File: src/rtl/fifo_pkg.sv
// Shared defaults and helpers for the single-clock FIFO.
package fifo_pkg;

   localparam int unsigned DEFAULT_DATA_WIDTH = 10;
   localparam int unsigned DEFAULT_DEPTH      = 16;

   // Pointers carry one extra wrap bit above the storage address.
   function automatic int unsigned ptr_width(input int unsigned addr_width);
      return addr_width + 1;
   endfunction

endpackage

File: src/rtl/fifo_mem.sv
// DEPTH x DATA_WIDTH register array with one synchronous write port and one registered read port.
module fifo_mem
   import fifo_pkg::*;
#(
   parameter int unsigned DATA_WIDTH = DEFAULT_DATA_WIDTH,
   parameter int unsigned DEPTH      = DEFAULT_DEPTH,
   parameter int unsigned ADDR_WIDTH = $clog2(DEPTH)
) (
   input  logic                  clk,
   input  logic                  rst_n,
   input  logic                  wr_en,
   input  logic [ADDR_WIDTH-1:0] wr_addr,
   input  logic [DATA_WIDTH-1:0] wr_data,
   input  logic                  rd_en,
   input  logic [ADDR_WIDTH-1:0] rd_addr,
   output logic [DATA_WIDTH-1:0] rd_data
);

   logic [DATA_WIDTH-1:0] mem_q [DEPTH];
   logic [DATA_WIDTH-1:0] mem_d [DEPTH];
   logic [DATA_WIDTH-1:0] rd_data_q;
   logic [DATA_WIDTH-1:0] rd_data_d;

   always_comb begin
      mem_d = mem_q;
      if (wr_en) begin
         mem_d[wr_addr] = wr_data;
      end
   end

   always_comb begin
      rd_data_d = rd_data_q;
      if (rd_en) begin
         rd_data_d = mem_q[rd_addr];
      end
   end

   // Storage is deliberately not reset; only the read register is.
   always_ff @(posedge clk) begin
      mem_q <= mem_d;
   end

   always_ff @(posedge clk or negedge rst_n) begin
      if (!rst_n) begin
         rd_data_q <= '0;
      end else begin
         rd_data_q <= rd_data_d;
      end
   end

   assign rd_data = rd_data_q;

endmodule

File: src/rtl/synchronous_fifo.sv
// Single-clock FIFO: wrap-bit pointers, accept logic and flag decode around fifo_mem.
module synchronous_fifo
   import fifo_pkg::*;
#(
   parameter int unsigned DATA_WIDTH = DEFAULT_DATA_WIDTH,
   parameter int unsigned DEPTH      = DEFAULT_DEPTH,
   parameter int unsigned ADDR_WIDTH = $clog2(DEPTH)
) (
   input  logic                  clk,
   input  logic                  reset,
   input  logic                  w_enable,
   input  logic                  read_enable,
   input  logic [DATA_WIDTH-1:0] wr_data,
   output logic [DATA_WIDTH-1:0] r_data,
   output logic                  full,
   output logic                  empty
);

   localparam int unsigned PTR_W = ptr_width(ADDR_WIDTH);

   logic [PTR_W-1:0] wptr_q;
   logic [PTR_W-1:0] wptr_d;
   logic [PTR_W-1:0] rptr_q;
   logic [PTR_W-1:0] rptr_d;
   logic             wr_accept;
   logic             rd_accept;

   // Flags depend only on registered pointers, never on this cycle's requests.
   assign empty = (wptr_q == rptr_q);
   assign full  = (wptr_q[ADDR_WIDTH-1:0] == rptr_q[ADDR_WIDTH-1:0]) &&
                  (wptr_q[ADDR_WIDTH] != rptr_q[ADDR_WIDTH]);

   assign wr_accept = w_enable && !full;
   assign rd_accept = read_enable && !empty;

   always_comb begin
      wptr_d = wptr_q;
      rptr_d = rptr_q;
      if (wr_accept) begin
         wptr_d = wptr_q + PTR_W'(1);
      end
      if (rd_accept) begin
         rptr_d = rptr_q + PTR_W'(1);
      end
   end

   always_ff @(posedge clk or negedge reset) begin
      if (!reset) begin
         wptr_q <= '0;
         rptr_q <= '0;
      end else begin
         wptr_q <= wptr_d;
         rptr_q <= rptr_d;
      end
   end

   fifo_mem #(
      .DATA_WIDTH (DATA_WIDTH),
      .DEPTH      (DEPTH),
      .ADDR_WIDTH (ADDR_WIDTH)
   ) u_mem (
      .clk     (clk),
      .rst_n   (reset),
      .wr_en   (wr_accept),
      .wr_addr (wptr_q[ADDR_WIDTH-1:0]),
      .wr_data (wr_data),
      .rd_en   (rd_accept),
      .rd_addr (rptr_q[ADDR_WIDTH-1:0]),
      .rd_data (r_data)
   );

endmodule

File: config.mk
export PLATFORM = sky130hd
export DESIGN_NAME = synchronous_fifo
export DESIGN_NICKNAME = d
export VERILOG_FILES = /design/src/rtl/fifo_pkg.sv /design/src/rtl/fifo_mem.sv /design/src/rtl/synchronous_fifo.sv
export SDC_FILE = /design/constraint.sdc
export NUM_CORES = 1
export LEC_CHECK = 0
export ABC_CLOCK_PERIOD_IN_PS = 2300
export BUFFER_PORTS_ARGS = -buffer_cell sky130_fd_sc_hd__buf_2
export CORE_UTILIZATION = 55
export CTS_BUF_LIST = sky130_fd_sc_hd__clkbuf_4
export DETAILED_ROUTE_END_ITERATION = 10
export GPL_TIMING_DRIVEN = 0
export PLACE_DENSITY_LB_ADDON = 0.3
export SLEW_MARGIN = 25
export SYNTH_ARGS = -nofsm -noshare
export SYNTH_HDL_FRONTEND = slang
export SYNTH_SLANG_ARGS = --single-unit
File: constraint.sdc
create_clock -name clk -period 2.3 [get_ports clk]
set_input_delay 0.115 -clock clk [delete_from_list [all_inputs] [get_ports clk]]
set_output_delay 0.115 -clock clk [all_outputs]
set_load 0.005 [all_outputs]
==> results of run 1 <==
==> power by group through the flow <==
stage	Sequential [W]	Clock (W)	Combinational [W]
after detailed placement	0.00428	0	0.00307
after global placement	0.00425	0	0.00301
after CTS	0.00421	0.00197	0.00311
after global routing	0.00431	0.00208	0.00327
final	0.00426	0.00193	0.00303
after floorplan	0.00425	0	0.00219
==> final cells by class <==
| cell class | instances | area [um2] |
|---|---|---|
| buffer | 16 | 101 |
| clock inverter | 13 | 183 |
| multi-input combinational | 137 | 1700 |
| timing repair buffer | 39 | 263 |
| fill | 896 | 4650 |
| tap | 172 | 215 |
| clock buffer | 19 | 143 |
| inverter | 3 | 11.3 |
| sequential | 180 | 5310 |
==> metrics by stage <==
step	TNS [ps]	util (%)
finish	0	63.0
global route	0	63.0
CTS	0	62.8
detailed placement	-12910	59.0
global placement	-13790	58.9
floorplan	0	-
==> worst max path at each step <==
stage	endpoint	slack [ps]	depth (start not counted)
final	u_mem.mem_q[53]	110	6
after global routing	u_mem.mem_q[59]	20	6
after CTS	u_mem.mem_q[46]	1	5
after detailed placement	u_mem.mem_q[56]	-180	6
after global placement	u_mem.mem_q[121]	-730	5
after floorplan	u_mem.mem_q[120]	180	5
==> routing by layer <==
layer,part of all wire [%],routed length [um],up-vias
li1,-,-,1502
met1,39,5260,1753
met2,51,6760,136
met3,8.5,1130,16
met4,1.5,194,0
met5,0,0,-
==> state kept, by name, summed over array words and instances, names as in the netlist <==
| register | count |
|---|---|
| u_mem.mem_q | 160 |
| u_mem.rd_data | 10 |
| rptr_q | 5 |
| wptr_q | 5 |
==> what timing repair did <==
action	4_1_cts	5_1_grt
pin swaps	0	0
gates resized for setup	12	15
hold buffers	13	0
endpoints found under the hold margin	188	0
setup endpoints to repair	100	144
==> cells in the final DEF, fill, tap and decap left out <==
cell,instances
sky130_fd_sc_hd__clkinv_2,2
sky130_fd_sc_hd__clkbuf_1,3
sky130_fd_sc_hd__clkbuf_4,19
sky130_fd_sc_hd__nor3_2,1
sky130_fd_sc_hd__nor2_1,4
sky130_fd_sc_hd__o211ai_1,4
sky130_fd_sc_hd__inv_6,1
sky130_fd_sc_hd__buf_1,1
sky130_fd_sc_hd__o2111ai_1,2
sky130_fd_sc_hd__buf_6,3
sky130_fd_sc_hd__mux4_2,40
sky130_fd_sc_hd__clkinv_1,2
sky130_fd_sc_hd__nor2b_1,4
sky130_fd_sc_hd__nand4_2,1
sky130_fd_sc_hd__ha_1,5
sky130_fd_sc_hd__dfrtp_1,20
sky130_fd_sc_hd__a22oi_1,20
sky130_fd_sc_hd__buf_2,29
sky130_fd_sc_hd__bufinv_16,4
sky130_fd_sc_hd__mux2_1,1
sky130_fd_sc_hd__dlygate4sd3_1,13
sky130_fd_sc_hd__edfxtp_1,160
sky130_fd_sc_hd__clkinvlp_4,1
sky130_fd_sc_hd__xor2_1,1
sky130_fd_sc_hd__and3_4,9
sky130_fd_sc_hd__buf_4,4
sky130_fd_sc_hd__mux2_2,11
sky130_fd_sc_hd__xnor2_1,13
sky130_fd_sc_hd__o21a_1,1
sky130_fd_sc_hd__o21ai_2,1
sky130_fd_sc_hd__inv_8,1
sky130_fd_sc_hd__and3_1,3
sky130_fd_sc_hd__and3_2,4
sky130_fd_sc_hd__inv_1,3
sky130_fd_sc_hd__and2_1,2
sky130_fd_sc_hd__clkinv_4,2
sky130_fd_sc_hd__nand2_1,10
sky130_fd_sc_hd__clkbuf_2,2
==> cells by family (layout without fill, tap and decap cells) <==
| group | after synthesis | after routing | synth area share, % |
|---|---|---|---|
| AND/OR/NAND/NOR | 38 | 38 | 2.94 |
| XOR/XNOR | 14 | 14 | 1.74 |
| adder cells (fa/ha/maj) | 5 | 5 | 0.885 |
| flip-flops | 180 | 180 | 75.1 |
| AO/OA/AOI/OAI | 28 | 28 | 3.03 |
| multiplexers | 52 | 52 | 14.7 |
| buffers and inverters | 22 | 90 | 1.68 |
==> results.py, run 1 <==
metrics = {
    "outcome": {
        "status": "finished, final reports clean",
    },
    "timing": {
        "finalWorstPathRequiredPeriod_ps": 2190,
        "grt_setup_unrepaired": "no",
        "fmax_mhz": 456,
        "setup_violations": 0,
        "finClkSkew_ps": 15.9,
        "hold_viol": 0,
        "finalWorstSetupSlack_ps": 106,
        "worst_slew_pin_tran_ps": 808,
        "final-max-slew-violation-count": 0,
        "hold_ws_ps": 68.3,
        "timing.final.crit_share_pct": 95.4,
        "timing.slew.headroom_pct": 46.0,
    },
    "synth": {
        "yosys_warnings": 0,
        "synth.area.top_cells": "sky130_fd_sc_hd__edfxtp_1 68%, sky130_fd_sc_hd__mux4_2 13%, sky130_fd_sc_hd__dfrtp_1 7.1%",
        "synth_largest_type_area_fraction_pct": 68.0,
        "synth_edf_count": 160,
        "synth-seq-area-share_pct": 75.1,
        "mean_post_synth_cell_area_um2": 20.8,
        "syn_inst": 339,
        "post_synth_top_flop": "sky130_fd_sc_hd__edfxtp_1",
        "synth.ff_latch_count": 180,
        "syn_area_um2": 7070,
        "yosysMostFrequentCell": "sky130_fd_sc_hd__edfxtp_1",
        "synth_top_area_cell": "sky130_fd_sc_hd__edfxtp_1",
        "synthArstFlopShare_pct": 11.1,
        "syn_nets": 358,
        "netlist-cell-type-count": 26,
        "synth_commonest_cells": "160 x sky130_fd_sc_hd__edfxtp_1, 40 x sky130_fd_sc_hd__mux4_2, 20 x sky130_fd_sc_hd__a22oi_1, 20 x sky130_fd_sc_hd__dfrtp_1, 16 x sky130_fd_sc_hd__and3_1",
    },
    "placement": {
        "globalplace.congestion": 0.747,
        "portBuffers": 25,
        "place_area_um2": 7420,
        "dp.cells": 537,
        "dpl_worst_slack_ps": -183,
        "dp_hpwl_um": 8240,
    },
    "setup_path": {
        "cp-startpoint": "rptr_q[3]",
        "cp_max_fo": 10,
        "slowest_cp_cell": "sky130_fd_sc_hd__and3_4",
        "regToRegSetupSlack_ps": 110,
        "r2r_start": "rptr_q[3]",
        "cp_cell_sequence": "clkbuf_1 -> xnor2_1 -> nand4_2 -> o21a_1 -> buf_2 -> and3_4",
        "timing.critical_path.buf_inv": 2,
        "timing.critical_path.from_type": "flip-flop",
        "timing.critical_path.required_ps": 2550,
        "end_kind": "flip-flop",
        "endpoint_of_the_most_critical_register_to_register_path": "u_mem.mem_q[53]",
        "timing.critical_path.max_delay_family": "simple AND/OR/NAND/NOR gates",
        "cp.arrival_ps": 2440,
        "ff2ff_path_depth": 6,
        "critical_path.max_stage_delay_ps": 360,
        "worst-setup-path-type": "flip-flop to flip-flop",
    },
    "routing": {
        "drc_errors": 0,
        "routed_wire_length_per_instance_um": 23.0,
        "final_antenna_net_count": 0,
        "viasPerCell": 5.88,
        "dr_total_vias": 3407,
        "detail_route.first_pass.iterations": 5,
        "drt-total-wl_um": 13300,
        "initial_detailed_routing_violation_count": 339,
    },
    "global_routing": {
        "grt_remaining_overflow": 0,
        "grt_pass1_vias": 3442,
        "grt_start_max_net_pins": 21,
        "top_usage_layer": "met2",
        "grt_pass1_wl_um": 20100,
        "grt_util_met2_pct": 35.1,
        "antenna_found_initial": 0,
        "gr-usage-all-layers_pct": 22.1,
        "global_route.usage.met3_pct": 5.64,
        "met1_use_gr_pct": 29.5,
    },
    "pwr": {
        "power.switching_fraction_pct": 31.1,
        "power-per-cell-area_nw_per_um2": 1160,
        "cellInternalPower_w": 0.00635,
        "power.share.clock_pct": 20.9,
        "switching_power_w": 0.00287,
        "cellLeakagePower_nw": 2.67,
        "pwr-share-comb_pct": 32.8,
        "fin_total_pwr_w": 0.00922,
        "seq_power_share_pct": 46.2,
        "vdd.ir_drop.worst_v": 0.000489,
    },
    "layout": {
        "fraction_of_layout_cells_with_a_size_suffix_above_1_pct": 33.2,
        "finalInstanceArea_um2": 7920,
        "final_cells": 579,
        "antenna_cells_inserted": 0,
        "area_delta_synth_final_pct": 12.1,
        "final_nets": 413,
    },
    "clock_tree": {
        "post-cts-setup-buffer-count": 0,
        "clock_tree.htree_level_count": 4,
        "tritoncts": "built",
        "cts.sink_count": 180,
        "worstSkewPairLatency_ps": 550,
        "cts_buf_count": 17,
        "clk_root_buffer_cell": "sky130_fd_sc_hd__clkbuf_4",
        "clock_tree.buffer_depth": 2,
        "cts.clk_slew.worst_paths_ps": 140,
    },
    "floorplan": {
        "floorplan.initialDensity_pct": 56.2,
        "io_pins": 26,
        "chipWidth_um": 115,
        "die_height_um": 115,
        "design.die.area_um2": 13300,
        "fp-row-count": 41,
        "core_area_um2": 12600,
    },
    "min_path": {
        "hp-class": "input pin to asynchronous set/reset pin",
    },
    "run": {
        "maxCapViolations": 0,
    },
}
Power figures use the tool's default switching activity.
==> run 2: changes to the inputs <==
Settings changed: BUFFER_PORTS_ARGS -buffer_cell sky130_fd_sc_hd__buf_2 to not set, DONT_BUFFER_PORTS set to 1.
==> results.py, run 2 (same netlist as run 1, synthesis figures left out) <==
metrics = {
    "outcome": {
        "status": "finished, final reports clean",
    },
    "placement": {
        "globalplace.congestion": 0.732,
        "dp.cells": 512,
        "portBuffers": 0,
        "dp_hpwl_um": 8210,
        "place_area_um2": 7290,
    },
    "setup_path": {
        "cp.arrival_ps": 2620,
        "timing.critical_path.from_type": "flip-flop",
        "timing.critical_path.required_ps": 2750,
        "cp_max_fo": 10,
        "ff2ff_path_depth": 6,
        "r2r_start": "rptr_q[0]",
        "end_kind": "flip-flop",
        "regToRegSetupSlack_ps": 120,
        "worst-setup-path-type": "flip-flop to flip-flop",
        "endpoint_of_the_most_critical_register_to_register_path": "u_mem.rd_data[2]",
    },
    "timing": {
        "timing.final.crit_share_pct": 94.6,
        "finClkSkew_ps": 18.0,
        "hold_viol": 0,
        "timing.setup.tns_ps": 0,
        "finalWorstPathRequiredPeriod_ps": 2180,
        "timing.slew.headroom_pct": 48.3,
        "final-max-slew-violation-count": 0,
        "grt_setup_unrepaired": "no",
        "worst_slew_pin_tran_ps": 773,
        "setup_violations": 0,
        "fmax_mhz": 460,
    },
    "floorplan": {
        "design.die.area_um2": 13300,
        "die_height_um": 115,
        "floorplan.initialDensity_pct": 56.2,
        "core_area_um2": 12600,
        "fp-row-count": 41,
        "io_pins": 26,
        "chipWidth_um": 115,
    },
    "layout": {
        "layout.area.seq_um2": 5310,
        "finalInstanceArea_um2": 7790,
        "leading_cell_type_in_the_layout_fill_and_taps_excluded": "sky130_fd_sc_hd__edfxtp_1",
        "fraction_of_layout_cells_with_a_size_suffix_above_1_pct": 28.2,
        "multi_input_comb_area_um2": 1700,
        "top_register": "u_mem.mem_q",
        "fill_cells": 884,
        "final_cells": 555,
        "area_delta_synth_final_pct": 10.3,
        "largest_reg_flops": 160,
        "top_library_cells_by_usage_in_the_layout_fill_and_taps_aside": "160 x sky130_fd_sc_hd__edfxtp_1, 40 x sky130_fd_sc_hd__mux4_2, 20 x sky130_fd_sc_hd__a22oi_1, 20 x sky130_fd_sc_hd__clkbuf_4, 20 x sky130_fd_sc_hd__dfrtp_1",
        "layout.core_utilization_pct": 62.0,
        "antenna_cells_inserted": 0,
        "final_nets": 389,
    },
    "pwr": {
        "switching_power_w": 0.00284,
        "power-per-cell-area_nw_per_um2": 1160,
        "seq_power_share_pct": 47.7,
        "pwr-share-comb_pct": 32.9,
        "power.switching_fraction_pct": 31.5,
        "cellInternalPower_w": 0.00617,
        "cellLeakagePower_nw": 2.57,
        "power.share.clock_pct": 19.5,
        "vdd.ir_drop.worst_v": 0.000475,
    },
    "run": {
        "maxCapViolations": 0,
    },
    "global_routing": {
        "grt_pass1_vias": 3489,
        "gr-usage-all-layers_pct": 22.8,
        "grt_pass1_wl_um": 20500,
        "antenna_found_initial": 0,
        "grt_remaining_overflow": 0,
        "grt_start_max_net_pins": 21,
    },
    "clock_tree": {
        "worstSkewPairLatency_ps": 560,
        "post-cts-setup-buffer-count": 0,
        "tritoncts": "built",
        "clock_tree.htree_level_count": 4,
        "clock_tree.buffer_depth": 2,
        "cts_buf_count": 17,
        "clk_root_buffer_cell": "sky130_fd_sc_hd__clkbuf_4",
        "cts.clk_slew.worst_paths_ps": 130,
        "cts.sink_count": 180,
    },
    "min_path": {
        "hp-class": "input pin to asynchronous set/reset pin",
    },
    "routing": {
        "final_antenna_net_count": 0,
        "initial_detailed_routing_violation_count": 299,
        "dr_total_vias": 3353,
        "routed_wire_length_per_instance_um": 24.3,
        "drt-total-wl_um": 13500,
        "drc_errors": 0,
        "detail_route.first_pass.iterations": 5,
        "viasPerCell": 6.04,
    },
}
[run 2: cell types whose count changed in the layout (fill, tap and decap cells not counted), sizes merged]
cell	change
buf	-23
clkinv	+1
bufinv	-1
inv	-1
[run 2: metal layers]
| layer | vias up | GRT usage [%] | part of all wire, % |
|---|---|---|---|
| li1 | 1456 | - | - |
| met1 | 1752 | 31.2 | 42 |
| met2 | 123 | 35.8 | 50 |
| met3 | 22 | 5.01 | 6.4 |
| met4 | 0 | 9.87 | 1.7 |
| met5 | - | 0 | 0 |
[run 2: cell type report]
type	count	share of cell area, %
Clock buffer	20	1.93
Inverter	3	0.144
Timing Repair Buffer	16	2.28
Tap cell	172	2.76
Clock inverter	12	1.73
Multi-Input combinational cell	137	21.8
Sequential cell	180	68.1
Buffer	15	1.25
[run 2: worst max-delay path by stage]
stage | from | to | cells after the start
5_1_grt | rptr_q[1] | u_mem.mem_q[16] | 6
6_report | rptr_q[0] | u_mem.rd_data[2] | 6
3_5_place_dp | wptr_q[3] | u_mem.mem_q[77] | 6
2_1_floorplan | wptr_q[2] | u_mem.mem_q[120] | 5
3_3_place_gp | wptr_q[2] | u_mem.mem_q[121] | 5
4_1_cts | wptr_q[3] | u_mem.mem_q[116] | 5
[run 2: stage by stage]
step                      total power, W  hold slack (ps)  setup slack (ps)
after CTS                        0.00903             64.3              2.10
after detailed placement         0.00725             -180              -204
after global placement           0.00715             -180              -699
after global routing             0.00944             37.7              58.6
final                            0.00901             61.3               124
after floorplan                  0.00644             -181               175
[run 2: timing repair]
item,in CTS,in global routing
resized for setup,12,14
endpoints found under the setup margin,100,148
hold buffers,15,0
endpoints found under the hold margin,193,0
[run 2: power groups by stage]
stage / sequential (W) / combinational, W / clock, W
2_1_floorplan: 0.00425 / 0.00219 / 0
3_3_place_gp: 0.00428 / 0.00287 / 0
3_5_place_dp: 0.00430 / 0.00295 / 0
4_1_cts: 0.00425 / 0.00300 / 0.00178
5_1_grt: 0.00435 / 0.00319 / 0.00190
6_report: 0.00430 / 0.00296 / 0.00175
[run 2: worst max-delay path, cell delays in order, from the launching register on]
cell and delay (ps):
sky130_fd_sc_hd__dfrtp_1 400, sky130_fd_sc_hd__buf_6 160, sky130_fd_sc_hd__buf_4 270, sky130_fd_sc_hd__mux4_2 550, sky130_fd_sc_hd__a22oi_1 350, sky130_fd_sc_hd__nand2_1 100
sky130_fd_sc_hd__mux2_2 260
==> run 3: changes to the inputs <==
Settings changed: ABC_CLOCK_PERIOD_IN_PS 2300 to 2700.
Clock period 2.3 ns to 2.7 ns, I/O delays scaled along.
==> results.py, run 3 (same netlist as run 1, synthesis figures left out) <==
metrics = {
    "outcome": {
        "status": "finished, final reports clean",
    },
    "global_routing": {
        "antenna_found_initial": 0,
        "grt_pass1_wl_um": 20400,
        "grt_start_max_net_pins": 20,
        "gr-usage-all-layers_pct": 22.8,
        "grt_pass1_vias": 3503,
        "grt_remaining_overflow": 0,
    },
    "routing": {
        "drc_errors": 0,
        "initial_detailed_routing_violation_count": 332,
        "dr_total_vias": 3283,
        "drt-total-wl_um": 13300,
        "viasPerCell": 5.86,
        "routed_wire_length_per_instance_um": 23.8,
        "detail_route.first_pass.iterations": 5,
        "final_antenna_net_count": 0,
    },
    "layout": {
        "leading_cell_type_in_the_layout_fill_and_taps_excluded": "sky130_fd_sc_hd__edfxtp_1",
        "top_library_cells_by_usage_in_the_layout_fill_and_taps_aside": "160 x sky130_fd_sc_hd__edfxtp_1, 40 x sky130_fd_sc_hd__mux4_2, 20 x sky130_fd_sc_hd__a22oi_1, 20 x sky130_fd_sc_hd__clkbuf_4, 20 x sky130_fd_sc_hd__dfrtp_1",
        "antenna_cells_inserted": 0,
        "final_cells": 560,
        "finalInstanceArea_um2": 7750,
        "area_delta_synth_final_pct": 9.68,
        "largest_reg_flops": 160,
        "final_nets": 394,
        "fraction_of_layout_cells_with_a_size_suffix_above_1_pct": 23.7,
        "top_register": "u_mem.mem_q",
    },
    "min_path": {
        "hold_end": "rptr_q[3]",
        "hp-class": "input pin to flip-flop",
        "hp-start": "read_enable",
        "min_delay_path_depth": 3,
    },
    "setup_path": {
        "timing.critical_path.required_ps": 2900,
        "r2r_start": "wptr_q[3]",
        "slowest_cp_cell": "sky130_fd_sc_hd__and3_1",
        "cp_max_fo": 10,
        "worst-setup-path-type": "flip-flop to flip-flop",
        "cp.arrival_ps": 2680,
        "cp-startpoint": "wptr_q[3]",
        "critical_path.max_stage_delay_ps": 590,
        "cp_cell_sequence": "clkbuf_1 -> xnor2_1 -> nand4_2 -> o21a_1 -> buf_2 -> and3_1",
        "regToRegSetupSlack_ps": 220,
        "end_kind": "flip-flop",
        "timing.critical_path.from_type": "flip-flop",
        "endpoint_of_the_most_critical_register_to_register_path": "u_mem.mem_q[56]",
        "ff2ff_path_depth": 6,
    },
    "timing": {
        "setup_violations": 0,
        "timing.final.crit_share_pct": 91.8,
        "finalWorstPathRequiredPeriod_ps": 2480,
        "final-max-slew-violation-count": 0,
        "hold_viol": 0,
        "timing.slew.headroom_pct": 44.2,
        "worst_slew_pin_tran_ps": 837,
        "fmax_mhz": 403,
        "grt_setup_unrepaired": "no",
        "finClkSkew_ps": 14.4,
        "hold_ws_ps": 405,
        "timing.setup.tns_ps": 0,
        "finalWorstSetupSlack_ps": 220,
    },
    "clock_tree": {
        "cts.clk_slew.worst_paths_ps": 130,
        "clock_tree.htree_level_count": 4,
        "clk_root_buffer_cell": "sky130_fd_sc_hd__clkbuf_4",
        "clock_tree.buffer_depth": 2,
        "cts_buf_count": 17,
        "tritoncts": "built",
        "worstSkewPairLatency_ps": 550,
        "cts.sink_count": 180,
    },
    "placement": {
        "place_area_um2": 7290,
        "dpl_worst_slack_ps": 196,
        "portBuffers": 0,
        "dp_hpwl_um": 8210,
        "dp.cells": 512,
        "globalplace.congestion": 0.732,
    },
    "pwr": {
        "power-per-cell-area_nw_per_um2": 981,
        "cellLeakagePower_nw": 2.58,
        "vdd.ir_drop.worst_v": 0.000406,
    },
    "floorplan": {
        "chipWidth_um": 115,
        "io_pins": 26,
        "die_height_um": 115,
        "design.die.area_um2": 13300,
        "floorplan.initialDensity_pct": 56.2,
        "fp-row-count": 41,
        "core_area_um2": 12600,
    },
    "run": {
        "maxCapViolations": 0,
    },
}
==> run 3: repair_timing <==
item | 4_1_cts | 5_1_grt
hold endpoints to repair | 193 | 0
gates resized for setup | 0 | 1
endpoints found under the setup margin | 0 | 10
setup buffers | 0 | 0
hold buffers | 16 | 0
==> run 3: power breakdown <==
group	internal [W]	switching (W)	total (W)
Combinational	0.00114	0.00138	0.00252
Sequential	0.00344	0.000154	0.00360
Clock	0.000658	0.000829	0.00149
Total	0.00524	0.00236	0.00760
==> run 3: worst max-delay path, delay by kind of cell, from the launching register on <==
| family | cells | cell delay [ps] |
|---|---|---|
| flops | 1 | 350 |
| compound gates | 1 | 280 |
| buf+inv | 2 | 520 |
| xor+xnor | 1 | 140 |
| simple gates | 2 | 830 |
==> run 3: worst max-delay path by stage <==
stage                     depth (start not counted)               end  slack, ps
after floorplan                                   5  u_mem.mem_q[120]        580
after global placement                            5  u_mem.mem_q[121]       -300
after detailed placement                          6   u_mem.mem_q[77]        200
after CTS                                         6   u_mem.mem_q[70]        180
after global routing                              6   u_mem.mem_q[36]         30
final                                             6   u_mem.mem_q[56]        220
==> run 3: cell type report <==
cell class	instances	area [um2]
Sequential cell	180	5310
Tap cell	172	215
Clock buffer	20	150
Clock inverter	12	135
Fill cell	891	4820
Inverter	3	11.3
Timing Repair Buffer	17	178
Multi-Input combinational cell	137	1650
Buffer	19	108
==> run 3: per-layer routing <==
| layer | global-route usage (%) | vias to the layer above | wire (um) | share of wire (%) |
|---|---|---|---|---|
| met4 | 10.0 | 0 | 155 | 1.2 |
| li1 | - | 1462 | - | - |
| met3 | 5.48 | 13 | 1060 | 8.0 |
| met1 | 30.8 | 1707 | 5200 | 39 |
| met2 | 35.8 | 101 | 6910 | 52 |
| met5 | 0 | - | 0 | 0 |
==> run 3: stage by stage <==
step	power (W)	utilization [%]
2_1_floorplan	0.00549	-
6_report	0.00760	61.7
5_1_grt	0.00801	61.7
4_1_cts	0.00770	61.7
3_5_place_dp	0.00618	58.0
3_3_place_gp	0.00609	57.9
